==> config.mk <==
export PLATFORM = sky130hd
export DESIGN_NAME = mem_unit_flat
export DESIGN_NICKNAME = d
export VERILOG_FILES = /design/src/rtl/mem_unit_if.sv /design/src/rtl/mem_unit.sv /design/src/flat_wrapper.sv
export SDC_FILE = /design/constraint.sdc
export NUM_CORES = 1
export LEC_CHECK = 0
export BUFFER_PORTS_ARGS = -buffer_cell sky130_fd_sc_hd__buf_2
export CAP_MARGIN = 30
export CORE_MARGIN = 1.5
export CORE_UTILIZATION = 45
export DETAILED_ROUTE_END_ITERATION = 6
export GPL_ROUTABILITY_DRIVEN = 0
export PLACE_DENSITY = 0.76
export REMOVE_ABC_BUFFERS = 1
export SLEW_MARGIN = 20
export SYNTH_ARGS = -nofsm -noshare
export SYNTH_HDL_FRONTEND = slang
export SYNTH_SLANG_ARGS = --single-unit
==> constraint.sdc <==
create_clock -name i_clk -period 2.71 [get_ports i_clk]
set_input_delay 0.271 -clock i_clk [delete_from_list [all_inputs] [get_ports i_clk]]
set_output_delay 0.271 -clock i_clk [all_outputs]
set_load 0.01 [all_outputs]
==> src/rtl/mem_unit_if.sv <==
// Strobe, bus and RAM signal bundle between the control unit,
// the shared bus and mem_unit.
interface mem_unit_if;
    logic        i_hlt;
    logic        i_ctrlPCIncrN;
    logic        i_ctrlPCLoadN;
    logic        i_ctrlSPUp;
    logic        i_ctrlSPNEn;
    logic        i_ctrlInstrNWE;
    logic        i_ctrlInstrNOE;
    logic        i_ctrlMar0NWE;
    logic        i_ctrlMar1NWE;
    logic        i_ctrlInstrImmToRam;
    logic        i_ctrlRamNWE;
    logic        i_ctrlRamNOE;
    logic [7:0]  i_bus;
    logic [7:0]  o_bus;
    logic        o_busOE;
    logic        o_busConflict;
    logic [7:0]  o_instrCode;
    logic [15:0] o_pc;
    logic [15:0] o_ramAddr;
    logic [7:0]  o_ramWData;
    logic        o_ramWE;
    logic [7:0]  i_ramRData;

    modport slave (
        input  i_hlt, i_ctrlPCIncrN, i_ctrlPCLoadN, i_ctrlSPUp,
        input  i_ctrlSPNEn, i_ctrlInstrNWE, i_ctrlInstrNOE,
        input  i_ctrlMar0NWE, i_ctrlMar1NWE, i_ctrlInstrImmToRam,
        input  i_ctrlRamNWE, i_ctrlRamNOE, i_bus, i_ramRData,
        output o_bus, o_busOE, o_busConflict, o_instrCode,
        output o_pc, o_ramAddr, o_ramWData, o_ramWE
    );

    modport master (
        output i_hlt, i_ctrlPCIncrN, i_ctrlPCLoadN, i_ctrlSPUp,
        output i_ctrlSPNEn, i_ctrlInstrNWE, i_ctrlInstrNOE,
        output i_ctrlMar0NWE, i_ctrlMar1NWE, i_ctrlInstrImmToRam,
        output i_ctrlRamNWE, i_ctrlRamNOE, i_bus, i_ramRData,
        input  o_bus, o_busOE, o_busConflict, o_instrCode,
        input  o_pc, o_ramAddr, o_ramWData, o_ramWE
    );
endinterface

==> src/rtl/mem_unit.sv <==
// Memory-side datapath: PC, SP, MAR, IR and arbitration of a
// single-port async-read byte RAM.
module mem_unit (
    input  logic      i_clk,
    input  logic      i_reset,
    mem_unit_if.slave bif
);
    logic [15:0] r_pc;
    logic [7:0]  r_sp;
    logic [7:0]  r_mar0;
    logic [7:0]  r_mar1;
    logic [15:0] r_ir;
    logic        r_conflict;

    logic [15:0] w_mar;
    logic [7:0]  w_spAddr;
    logic        w_ramWr;
    logic        w_ramRd;
    logic        w_immRd;

    assign w_mar    = {r_mar1, r_mar0};
    assign w_spAddr = bif.i_ctrlSPUp ? r_sp + 8'd1 : r_sp;
    assign w_ramWr  = ~bif.i_ctrlRamNWE;
    assign w_ramRd  = ~bif.i_ctrlRamNOE;
    assign w_immRd  = ~bif.i_ctrlInstrNOE;

    always_comb begin
        if (!bif.i_ctrlSPNEn)
            bif.o_ramAddr = {8'hFF, w_spAddr};
        else if (w_ramWr || w_ramRd)
            bif.o_ramAddr = w_mar;
        else
            bif.o_ramAddr = r_pc;
    end

    assign bif.o_ramWE = w_ramWr & ~bif.i_hlt & ~i_reset;
    assign bif.o_ramWData = bif.i_ctrlInstrImmToRam ? r_ir[7:0]
                                                    : bif.i_bus;

    // A write cycle owns the bus direction, so reads are suppressed.
    always_comb begin
        bif.o_busOE = 1'b0;
        bif.o_bus   = 8'h00;
        if (!i_reset && !w_ramWr) begin
            if (w_ramRd) begin
                bif.o_busOE = 1'b1;
                bif.o_bus   = bif.i_ramRData;
            end else if (w_immRd) begin
                bif.o_busOE = 1'b1;
                bif.o_bus   = r_ir[7:0];
            end
        end
    end

    assign bif.o_busConflict = r_conflict;
    assign bif.o_instrCode   = r_ir[15:8];
    assign bif.o_pc          = r_pc;

    always_ff @(posedge i_clk) begin
        if (i_reset) begin
            r_pc       <= 16'h0000;
            r_sp       <= 8'hFF;
            r_mar0     <= 8'h00;
            r_mar1     <= 8'h00;
            r_ir       <= 16'h0000;
            r_conflict <= 1'b0;
        end else if (!bif.i_hlt) begin
            if (!bif.i_ctrlPCLoadN)
                r_pc <= w_mar;
            else if (!bif.i_ctrlPCIncrN)
                r_pc <= r_pc + 16'd1;
            if (!bif.i_ctrlSPNEn)
                r_sp <= bif.i_ctrlSPUp ? r_sp + 8'd1 : r_sp - 8'd1;
            if (!bif.i_ctrlMar0NWE)
                r_mar0 <= bif.i_bus;
            if (!bif.i_ctrlMar1NWE)
                r_mar1 <= bif.i_bus;
            if (!bif.i_ctrlInstrNWE)
                r_ir <= {r_ir[7:0], bif.i_ramRData};
            if (w_ramRd && w_immRd)
                r_conflict <= 1'b1;
        end
    end
endmodule

==> src/flat_wrapper.sv <==
// flat-port wrapper written by rule: the top's interface ports become plain ports
module mem_unit_flat 
  (i_clk, i_reset, bif_i_hlt, bif_i_ctrlPCIncrN, bif_i_ctrlPCLoadN, bif_i_ctrlSPUp, bif_i_ctrlSPNEn, bif_i_ctrlInstrNWE, bif_i_ctrlInstrNOE, bif_i_ctrlMar0NWE, bif_i_ctrlMar1NWE, bif_i_ctrlInstrImmToRam, bif_i_ctrlRamNWE, bif_i_ctrlRamNOE, bif_i_bus, bif_i_ramRData, bif_o_bus, bif_o_busOE, bif_o_busConflict, bif_o_instrCode, bif_o_pc, bif_o_ramAddr, bif_o_ramWData, bif_o_ramWE);
  mem_unit_if bif_i ();
  input  logic i_clk;
  input  logic i_reset;
  input wire logic [$bits(bif_i.i_hlt)-1:0] bif_i_hlt;
  input wire logic [$bits(bif_i.i_ctrlPCIncrN)-1:0] bif_i_ctrlPCIncrN;
  input wire logic [$bits(bif_i.i_ctrlPCLoadN)-1:0] bif_i_ctrlPCLoadN;
  input wire logic [$bits(bif_i.i_ctrlSPUp)-1:0] bif_i_ctrlSPUp;
  input wire logic [$bits(bif_i.i_ctrlSPNEn)-1:0] bif_i_ctrlSPNEn;
  input wire logic [$bits(bif_i.i_ctrlInstrNWE)-1:0] bif_i_ctrlInstrNWE;
  input wire logic [$bits(bif_i.i_ctrlInstrNOE)-1:0] bif_i_ctrlInstrNOE;
  input wire logic [$bits(bif_i.i_ctrlMar0NWE)-1:0] bif_i_ctrlMar0NWE;
  input wire logic [$bits(bif_i.i_ctrlMar1NWE)-1:0] bif_i_ctrlMar1NWE;
  input wire logic [$bits(bif_i.i_ctrlInstrImmToRam)-1:0] bif_i_ctrlInstrImmToRam;
  input wire logic [$bits(bif_i.i_ctrlRamNWE)-1:0] bif_i_ctrlRamNWE;
  input wire logic [$bits(bif_i.i_ctrlRamNOE)-1:0] bif_i_ctrlRamNOE;
  input wire logic [$bits(bif_i.i_bus)-1:0] bif_i_bus;
  input wire logic [$bits(bif_i.i_ramRData)-1:0] bif_i_ramRData;
  output wire logic [$bits(bif_i.o_bus)-1:0] bif_o_bus;
  output wire logic [$bits(bif_i.o_busOE)-1:0] bif_o_busOE;
  output wire logic [$bits(bif_i.o_busConflict)-1:0] bif_o_busConflict;
  output wire logic [$bits(bif_i.o_instrCode)-1:0] bif_o_instrCode;
  output wire logic [$bits(bif_i.o_pc)-1:0] bif_o_pc;
  output wire logic [$bits(bif_i.o_ramAddr)-1:0] bif_o_ramAddr;
  output wire logic [$bits(bif_i.o_ramWData)-1:0] bif_o_ramWData;
  output wire logic [$bits(bif_i.o_ramWE)-1:0] bif_o_ramWE;
  assign bif_i.i_hlt = bif_i_hlt;
  assign bif_i.i_ctrlPCIncrN = bif_i_ctrlPCIncrN;
  assign bif_i.i_ctrlPCLoadN = bif_i_ctrlPCLoadN;
  assign bif_i.i_ctrlSPUp = bif_i_ctrlSPUp;
  assign bif_i.i_ctrlSPNEn = bif_i_ctrlSPNEn;
  assign bif_i.i_ctrlInstrNWE = bif_i_ctrlInstrNWE;
  assign bif_i.i_ctrlInstrNOE = bif_i_ctrlInstrNOE;
  assign bif_i.i_ctrlMar0NWE = bif_i_ctrlMar0NWE;
  assign bif_i.i_ctrlMar1NWE = bif_i_ctrlMar1NWE;
  assign bif_i.i_ctrlInstrImmToRam = bif_i_ctrlInstrImmToRam;
  assign bif_i.i_ctrlRamNWE = bif_i_ctrlRamNWE;
  assign bif_i.i_ctrlRamNOE = bif_i_ctrlRamNOE;
  assign bif_i.i_bus = bif_i_bus;
  assign bif_i.i_ramRData = bif_i_ramRData;
  assign bif_o_bus = bif_i.o_bus;
  assign bif_o_busOE = bif_i.o_busOE;
  assign bif_o_busConflict = bif_i.o_busConflict;
  assign bif_o_instrCode = bif_i.o_instrCode;
  assign bif_o_pc = bif_i.o_pc;
  assign bif_o_ramAddr = bif_i.o_ramAddr;
  assign bif_o_ramWData = bif_i.o_ramWData;
  assign bif_o_ramWE = bif_i.o_ramWE;
  mem_unit u_core (.i_clk(i_clk), .i_reset(i_reset), .bif(bif_i));
endmodule
==> results by group <==
Detailed routing
  – Via Count: 3,643
  – Drt first pass iters: 6
  – Drt drc: 0
  – Final wirelength: 9.70 mm
  – Routed WL per cell: 15.4 microns
  – Iter 0 DRT Violations: 289
  – Post-DRT Antenna Nets: 0
  – Drt via density: 5.77

Worst setup path
  – Critical path endpoint: bif_o_ramAddr[6]
  – Reg-to-Reg Start: u_core.bif.o_pc[0]$_SDFFE_PP0P_
  – Reg2Reg Capture Point: u_core.bif.o_pc[14]$_SDFFE_PP0P_
  – Crit path from: u_core.r_sp[0]$_SDFFE_PP1P_
  – Flop-to-flop setup slack: 0.76 ns
  – Data required time at the worst endpoint: 2.44 ns
  – CP Max Fanout: 7
  – Worst Setup Start Kind: flop
  – CP Capture Type: output pin
  – CP arrival: 2.03 ns
  – Crit path kind: reg -> out
  – Worst reg2reg path depth: 5

CTS
  – CTS Hold Bufs: 0
  – Clock Sinks: 57
  – Clock-pin transition on the worst setup and hold timing paths: 0.06 ns
  – Post-CTS sizing: 0
  – Clk Latency, worst-skew pair: 0.34 ns
  – CTS tree: built
  – H-tree depth: 3
  – Root Driver: clkbuf_8
  – Buffer count from post-CTS setup fixing: 0
  – Max Root-Sink Buffers: 2
  – CTS Buf Count: 9

Floorplan
  – Initial core utilization: 0.469
  – Row cnt: 31
  – Core area: 7290 sq um
  – Die area: 8130 sq um
  – Die Wd: 90.1 microns
  – I/O pins: 89
  – Die span in y: 90.1 microns

Global route
  – Vias in the first global route: 3,267
  – Grt total ovfl: 0
  – First-pass GRT wire length: 16.1 mm
  – Initial antenna violation count: 0
  – Global-route usage over all layers: 0.241
  – Pin count of the biggest net entering global routing: 50

Synthesis
  – Register area share after synthesis: 0.334
  – Cell Area, Synth: 3420 sq um
  – YS warnings: 0
  – Dominant synthesized flop cell: dfxtp_1
  – Mean Syn Cell Area: 7.38 sq um
  – Synth top area cells: dfxtp_1 33%, nand2_1 11%, a21oi_1 8.3%
  – Top cell type's share of synthesized area: 0.334
  – Netlist cell types: 55
  – EDFF count, synth: 0
  – Synth Register Bits: 57
  – Yosys top cell by area: dfxtp_1
  – Synth Instances: 463
  – Ys async rst share: 0

STA
  – RSZ-0062 raised after global routing: no
  – Final slew viol count: 0
  – Setup-violating endpoint count in the final report: 0
  – Setup slack after layout: 0.411 ns
  – Min Clock Period, post-route: 2.30 ns
  – Clk_skew: 0.00633 ns
  – Worst-Margin Slew: 0.596 ns
  – Worst relative slew slack: 0.599
  – Final period util: 0.848
  – Final setup TNS: 0 ns
  – Final hold viol count: 0
  – FMAX: 0.435 GHz

Hold path
  – Hold Crit Class: in -> reg
  – Hold_sp: bif_i_ramRData[7]

Finish
  – N_diodes: 0
  – Final-stage net count: 562
  – Filler instances: 722
  – Most common cell after layout, fill and taps aside: nand2_1
  – Most frequent cells in the layout: 96 x nand2_1, 88 x buf_2, 57 x a21oi_1, 57 x dfxtp_1, 28 x nor2_1
  – Register area: 1140 sq um
  – Multi-input logic area: 2030 sq um
  – Area growth syn-to-layout: 17.0%
  – Share of layout cells above drive strength 1: 0.239

Placement
  – Port bufs: 88
  – Post-DP HPWL: 6.93 mm
  – Pre-CTS setup slack: 0.760 ns

Power
  – Pwr/cell area: 512 nW/um^2
  – Maximum vdd drop: 0.276 mV
  – Leakage power: 1.63 nW

Run status
  – Status: finished, final reports clean

Job
  – Max-capacitance violation count: 0
==> flip-flops by register name, summed over array words and instances, names as in the netlist <==
register                  cells
u_core.r_ir                  16
u_core.bif.o_busConflict      1
u_core.r_mar1                 8
u_core.r_mar0                 8
u_core.r_sp                   8
u_core.bif.o_pc              16
==> cells in the mapped netlist (all sizes together), types with 2 or more instances <==
| cell type | count |
|---|---|
| a22oi | 3 |
| nor4 | 5 |
| o211ai | 4 |
| nand3b | 4 |
| or4 | 2 |
| a211oi | 3 |
| nor2 | 28 |
| nor3 | 12 |
| and3 | 2 |
| buf | 17 |
| nand2 | 96 |
| dfxtp | 57 |
| nand4 | 8 |
| or3b | 2 |
| nand2b | 8 |
| a31oi | 7 |
| clkbuf | 23 |
| o21a | 3 |
| mux2 | 12 |
| mux2i | 8 |
| a21oi | 57 |
| or3 | 4 |
| inv | 9 |
| nand4b | 2 |
| a211o | 2 |
| xor2 | 3 |
| nor2b | 4 |
| nand3 | 14 |
| xnor2 | 6 |
| ha | 5 |
| o22ai | 2 |
| or2 | 4 |
| o21ai | 27 |
| o31a | 4 |
| a21o | 2 |
==> worst min-delay path by stage <==
stage                                 endpoint  slack [ns]  cells after the start
2_1_floorplan  u_core.bif.o_pc[7]$_SDFFE_PP0P_        0.34                      1
3_3_place_gp      u_core.r_ir[10]$_SDFFE_PP0P_        0.44                      2
3_5_place_dp      u_core.r_ir[12]$_SDFFE_PP0P_        0.45                      2
4_1_cts            u_core.r_ir[2]$_SDFFE_PP0P_        0.17                      3
5_1_grt            u_core.r_ir[5]$_SDFFE_PP0P_        0.18                      3
6_report           u_core.r_ir[7]$_SDFFE_PP0P_        0.19                      3
==> power breakdown <==
part	leakage, nW	switching (mW)	internal, mW
clock network	0.0974	0.323	0.447
logic	1.06	0.214	0.144
registers	0.465	0.0464	0.872
==> area by class of cell <==
| type | instances | share of cell area |
|---|---|---|
| Multi-Input combinational cell | 357 | 0.508 |
| Sequential cell | 57 | 0.285 |
| Timing Repair Buffer | 93 | 0.120 |
| Clock buffer | 13 | 0.0372 |
| Tap cell | 99 | 0.0310 |
| Clock inverter | 3 | 0.0100 |
| Inverter | 9 | 0.00845 |
==> per-stage QoR <==
step	instance area (sq um)	hold slack (ns)	utilization	std cells	power (mW)
3_3_place_gp	3810	0.444	0.522	615	1.28
5_1_grt	4000	0.177	0.548	631	2.14
6_report	4000	0.187	0.548	631	2.05
3_5_place_dp	3810	0.448	0.522	615	1.29
2_1_floorplan	3210	0.340	-	423	1.12
4_1_cts	4000	0.171	0.548	631	2.06
==> metal layers <==
| metal | track usage | part of all wire | vias to the layer above |
|---|---|---|---|
| met5 | 0 | 0 | - |
| met4 | 0.0860 | 0.020 | 0 |
| met3 | 0.0685 | 0.078 | 20 |
| met2 | 0.366 | 0.46 | 172 |
| met1 | 0.324 | 0.44 | 1698 |
| li1 | - | - | 1753 |
==> cell families (layout without fill, tap and decap cells) <==
kind of cell,count (synthesis),count (layout),synth area share
buf+inv,49,118,0.0710
flops,57,57,0.334
mux,20,20,0.0630
fa+ha+maj,5,5,0.0183
simple gates,201,201,0.280
compound gates,122,122,0.210
xor+xnor,9,9,0.0231
==> critical path: stages (launching register included) <==
cell and delay [ns]:
dfxtp_1 0.44, ha_1 0.27, nand4_1 0.16, or2_2 0.36
xor2_1 0.15, o21ai_0 0.17, buf_2 0.16
(Power assumes the default switching activity.)
